## config.mk

```make
export PLATFORM = sky130hd
export DESIGN_NAME = mem_scan_ctrl_flat
export DESIGN_NICKNAME = d
export VERILOG_FILES = /design/src/rtl/mem_scan_ctrl_if.sv /design/src/rtl/mem_scan_ctrl.sv /design/src/flat_wrapper.sv
export SDC_FILE = /design/constraint.sdc
export NUM_CORES = 1
export LEC_CHECK = 0
export CORE_ASPECT_RATIO = 1.75
export CORE_MARGIN = 5
export CORE_UTILIZATION = 55
export CTS_CLUSTER_DIAMETER = 120
export DETAILED_ROUTE_END_ITERATION = 10
export PLACE_DENSITY = 0.85
export SLEW_MARGIN = 20
export SYNTH_ARGS = -nofsm -noshare
export SYNTH_HDL_FRONTEND = slang
export SYNTH_SLANG_ARGS = --single-unit
```

## constraint.sdc

```tcl
create_clock -name clk -period 3.59 [get_ports clk]
set_input_delay 0.718 -clock clk [delete_from_list [all_inputs] [get_ports clk]]
set_output_delay 0.718 -clock clk [all_outputs]
set_load 0.005 [all_outputs]
```

## src/rtl/mem_scan_ctrl_if.sv

```systemverilog
// rtl/mem_scan_ctrl_if.sv - control/status bundle between a scan requester and mem_scan_ctrl
interface mem_scan_ctrl_if #(
  parameter int ADDR_W = 16
);
  logic              step_mem;
  logic              run;
  logic              dir;
  logic              wrap;
  logic              load;
  logic [ADDR_W-1:0] load_addr;
  logic [ADDR_W-1:0] q;
  logic              step_out;
  logic              running;
  logic              done;

  modport master (
    output step_mem, run, dir, wrap, load, load_addr,
    input  q, step_out, running, done
  );

  modport slave (
    input  step_mem, run, dir, wrap, load, load_addr,
    output q, step_out, running, done
  );
endinterface

```

## src/rtl/mem_scan_ctrl.sv

```systemverilog
// rtl/mem_scan_ctrl.sv - memory scan address generator with manual step, auto-run divider and wrap/stop ends
module mem_scan_ctrl #(
  parameter int ADDR_W = 16,
  parameter int DEPTH  = 256,
  parameter int PERIOD = 4
) (
  input  logic          clk,
  input  logic          reset,
  mem_scan_ctrl_if.slave bus
);

  localparam int                DIV_W    = (PERIOD > 1) ? $clog2(PERIOD) : 1;
  localparam logic [DIV_W-1:0]  DIV_LAST = DIV_W'(PERIOD - 1);
  localparam logic [ADDR_W-1:0] LAST     = ADDR_W'(DEPTH - 1);

  typedef enum logic [1:0] {IDLE, RUN, DONE} state_t;

  state_t            state, state_nx;
  logic [DIV_W-1:0]  div, div_nx;
  logic [ADDR_W-1:0] q_r, q_nx;
  logic              step_d;
  logic              step_edge;
  logic              do_step;
  logic              at_end;
  logic              step_out_r, step_out_nx;
  logic              running_r, done_r;

  assign step_edge = bus.step_mem & ~step_d;
  assign at_end    = bus.dir ? (q_r == '0) : (q_r == LAST);

  always_comb begin
    state_nx    = state;
    div_nx      = div;
    q_nx        = q_r;
    step_out_nx = 1'b0;
    do_step     = 1'b0;
    if (bus.load) begin
      // load wins over any step this cycle and always lands in IDLE
      q_nx     = (bus.load_addr > LAST) ? LAST : bus.load_addr;
      state_nx = IDLE;
      div_nx   = '0;
    end else begin
      case (state)
        IDLE: begin
          do_step = step_edge;
          if (bus.run) begin
            state_nx = RUN;
            div_nx   = '0;
          end
        end
        RUN: begin
          if (!bus.run) begin
            state_nx = IDLE;
            div_nx   = '0;
          end else if (div == DIV_LAST) begin
            div_nx  = '0;
            do_step = 1'b1;
          end else begin
            div_nx = div + DIV_W'(1);
          end
        end
        DONE: begin
          if (!bus.run) state_nx = IDLE;
        end
        default: state_nx = IDLE;
      endcase

      if (do_step) begin
        if (!at_end) begin
          q_nx        = bus.dir ? (q_r - ADDR_W'(1)) : (q_r + ADDR_W'(1));
          step_out_nx = 1'b1;
        end else if (bus.wrap) begin
          q_nx        = bus.dir ? LAST : '0;
          step_out_nx = 1'b1;
        end else begin
          state_nx = DONE;
        end
      end
    end
  end

  always_ff @(posedge clk) begin
    if (reset) begin
      state      <= IDLE;
      div        <= '0;
      q_r        <= '0;
      step_d     <= 1'b0;
      step_out_r <= 1'b0;
      running_r  <= 1'b0;
      done_r     <= 1'b0;
    end else begin
      state      <= state_nx;
      div        <= div_nx;
      q_r        <= q_nx;
      step_d     <= bus.step_mem;
      step_out_r <= step_out_nx;
      running_r  <= (state_nx == RUN);
      done_r     <= (state_nx == DONE);
    end
  end

  assign bus.q        = q_r;
  assign bus.step_out = step_out_r;
  assign bus.running  = running_r;
  assign bus.done     = done_r;

endmodule

```

## src/flat_wrapper.sv

```systemverilog
// flat-port wrapper written by rule: the top's interface ports become plain ports
module mem_scan_ctrl_flat 
#(
  parameter int ADDR_W = 16,
  parameter int DEPTH  = 256,
  parameter int PERIOD = 4
)
  (clk, reset, bus_step_mem, bus_run, bus_dir, bus_wrap, bus_load, bus_load_addr, bus_q, bus_step_out, bus_running, bus_done);
  mem_scan_ctrl_if #(.ADDR_W(ADDR_W)) bus_i ();
  input  logic clk;
  input  logic reset;
  input wire logic [$bits(bus_i.step_mem)-1:0] bus_step_mem;
  input wire logic [$bits(bus_i.run)-1:0] bus_run;
  input wire logic [$bits(bus_i.dir)-1:0] bus_dir;
  input wire logic [$bits(bus_i.wrap)-1:0] bus_wrap;
  input wire logic [$bits(bus_i.load)-1:0] bus_load;
  input wire logic [$bits(bus_i.load_addr)-1:0] bus_load_addr;
  output wire logic [$bits(bus_i.q)-1:0] bus_q;
  output wire logic [$bits(bus_i.step_out)-1:0] bus_step_out;
  output wire logic [$bits(bus_i.running)-1:0] bus_running;
  output wire logic [$bits(bus_i.done)-1:0] bus_done;
  assign bus_i.step_mem = bus_step_mem;
  assign bus_i.run = bus_run;
  assign bus_i.dir = bus_dir;
  assign bus_i.wrap = bus_wrap;
  assign bus_i.load = bus_load;
  assign bus_i.load_addr = bus_load_addr;
  assign bus_q = bus_i.q;
  assign bus_step_out = bus_i.step_out;
  assign bus_running = bus_i.running;
  assign bus_done = bus_i.done;
  mem_scan_ctrl #(.ADDR_W(ADDR_W), .DEPTH(DEPTH), .PERIOD(PERIOD)) u_core (.clk(clk), .reset(reset), .bus(bus_i));
endmodule
```

==> results.yml <==
placement:
  place_congestion: 0.954
  dp_hpwl_um: 4180
  place_area_um2: 2470
  dp_slack_ps: 94.1
  numPortBuffers: 41
setup_path:
  cp-start-kind: "primary input"
  crit_arrival_ps: 3430
  cp_max_fo: 9
  reg2reg_from: "u_core.bus.q[0]$_SDFFE_PP0P_"
  worstSetupPathType: "primary input to register"
  required_ps: 3770
  regToRegSetupSlack_ps: 1100
  end_kind: "register"
  rr_worst_depth: 7
  r2r-end: "u_core.bus.q[12]$_SDFFE_PP0P_"
grt:
  grt_usage: 0.222
  antenna_found_initial: 0
  grt_pass1_vias: 2047
  grt.overflow.total: 0
  grt_pass1_wl_um: 9320
  grt_max_degree: 27
cts:
  cts_buffers: 3
  postCtsSetupBuffers: 0
  cts_sinks: 24
  ctsResizeCount: 0
  ctsHoldBuffers: 0
  cts_tree: "done"
  cts_root_buf: "clkbuf_8"
  cts_max_level: 1
  cts_buffer_depth: 2
  clk_pin_slew_ps: 90
  insertion_delay_ps: 270
power:
  ir_drop_mv: 0.237
  power_density_nw_per_um2: 355
  leakagePower_nw: 1.05
min_path:
  hold_start: "u_core.bus.q[9]$_SDFFE_PP0P_"
  min_path_cells: 2
  hold_path_class: "register to register"
  whs_endpoint: "u_core.bus.q[9]$_SDFFE_PP0P_"
detailed_routing:
  route.vias.total: 2149
  wl_per_cell_um: 16.2
  routed_wl_um: 5460
  drc: 0
  via_per_inst: 6.38
  drt_first_iter_violations: 52
  first_pass_iters: 4
  ant_nets: 0
sta:
  setup_viol: 0
  slew_viol_final: 0
  hold_viol: 0
  period_share: 0.904
  worst_slack_ps: 344
  tightestPinTransition_ps: 1020
  rsz0062_at_grt: "no"
  clock_skew_ps: 1.69
  slew_headroom: 0.319
  fin_tns_setup_ps: 0
  period_needed_ps: 3250
  fmax_mhz: 308
die:
  dieArea_um2: 4990
  coreArea_um2: 3590
  start_util: 0.557
  io_pins: 42
  die_width_um: 55.6
  rows: 29
  dieHeight_um: 89.8
synthesis:
  syn_avg_cell_area_um2: 8.01
  yosys.cell_count.top_type: "dfxtp_1"
  ys_top_cells_by_area: "dfxtp_1 (24%), ha_1 (11%), a21oi_1 (5.0%), a211oi_1 (4.9%), a21o_1 (4.5%)"
  synth_cell_types: 57
  synth_top_flop_cell: "dfxtp_1"
  ys_ff_latch: 24
  yosysWarnings: 0
  synth_largest_area_cell: "dfxtp_1"
  synth_edf_count: 0
  ys_async_sr_fraction: 0
  syn_inst: 250
  synth_area_um2: 2000
  yosysTopAreaCellShare: 0.240
  synth_nets: 292
  netlist_top_cells_count: "dfxtp_1 (24), a21oi_1 (20), nor2_1 (20), nand2_1 (19), ha_1 (18)"
  seq_area_frac_synth: 0.240
final_layout:
  nNetsFinal: 334
  area_growth_pct: 26.2
  antenna_cells: 0
  fillers: 312
  stdcell_area_um2: 2530
  drive_gt1_frac: 0.0687
run:
  cap_violations: 0
outcome:
  outcome: "completed"
per-stage QoR:
step | std cells | utilization | hold WS [ps] | total power, mW
after floorplan | 250 | - | 473 | 0.568
after global placement | 333 | 0.688 | 493 | 0.700
after detailed placement | 333 | 0.688 | 490 | 0.706
after CTS | 337 | 0.704 | 504 | 0.896
after global routing | 337 | 0.704 | 565 | 0.949
final | 337 | 0.704 | 506 | 0.897
power breakdown:
group | total (mW) | internal (mW) | switching [mW]
logic | 0.390 | 0.190 | 0.200
clock network | 0.190 | 0.0980 | 0.0921
registers | 0.317 | 0.287 | 0.0291
cells by family (layout without fill, tap and decap cells):
family,after synthesis,in the layout,synth area share
AO/OA/AOI/OAI,95,95,0.336
XOR/XNOR,8,8,0.0350
adder cells (fa/ha/maj),19,19,0.123
buffers and inverters,20,61,0.0437
flip-flops,24,24,0.240
AND/OR/NAND/NOR,84,84,0.223
area by class of cell:
type | count | area [µm²] | area share
Timing Repair Buffer | 49 | 470 | 0.186
Sequential cell | 24 | 480 | 0.190
Inverter | 8 | 30.0 | 0.0119
Clock buffer | 4 | 55.1 | 0.0218
Tap cell | 46 | 57.6 | 0.0228
Multi-Input combinational cell | 206 | 1430 | 0.567
worst max path at each step:
| stage | start | end | slack, ps | cells after the start |
|---|---|---|---|---|
| after detailed placement | bus_dir | u_core.bus.q[15]$_SDFFE_PP0P_ | 90 | 9 |
| after floorplan | bus_dir | u_core.bus.q[12]$_SDFFE_PP0P_ | 1000 | 7 |
| after global placement | bus_dir | u_core.bus.q[15]$_SDFFE_PP0P_ | 160 | 9 |
| after CTS | bus_dir | u_core.bus.q[15]$_SDFFE_PP0P_ | 360 | 9 |
| final | bus_dir | u_core.bus.q[15]$_SDFFE_PP0P_ | 340 | 9 |
| after global routing | bus_dir | u_core.bus.q[15]$_SDFFE_PP0P_ | 140 | 9 |
state kept, by name, summed over array words and instances, names as in the netlist:
signal	cells
u_core.bus.step_out	1
u_core.step_d	1
u_core.state	2
u_core.bus.running	1
u_core.bus.done	1
u_core.div	2
u_core.bus.q	16
critical path, cell delays in order:
cell             delay [ps]
clkdlybuf4s50_1         590
buf_4                   260
buf_4                   170
ha_1                    380
a21o_1                  240
a311oi_1                380
a41oi_1                 190
a311o_1                 380
a31oi_1                 120
placed cells by master (no fill, tap or decap), types with 4 or more instances in the layout:
master / instances
xnor2_1: 5
clkdlybuf4s50_1: 41
nand4_1: 4
buf_4: 8
o21ai_0: 15
a21o_1: 12
dfxtp_1: 24
nor3_1: 6
a31oi_1: 4
a211o_1: 4
a21oi_1: 20
a211oi_1: 13
clkbuf_8: 4
or4_1: 4
nor2_1: 20
nand3_1: 6
inv_1: 8
ha_1: 18
nand2_1: 19
routing by layer:
layer,part of all wire,routed length (µm),vias up,track usage
met5,0,0,-,0
met4,0.022,119,0,0.0832
met3,0.065,356,10,0.0430
met2,0.51,2800,81,0.394
met1,0.40,2190,1009,0.257
li1,-,-,1049,-
(Power assumes the default switching activity.)
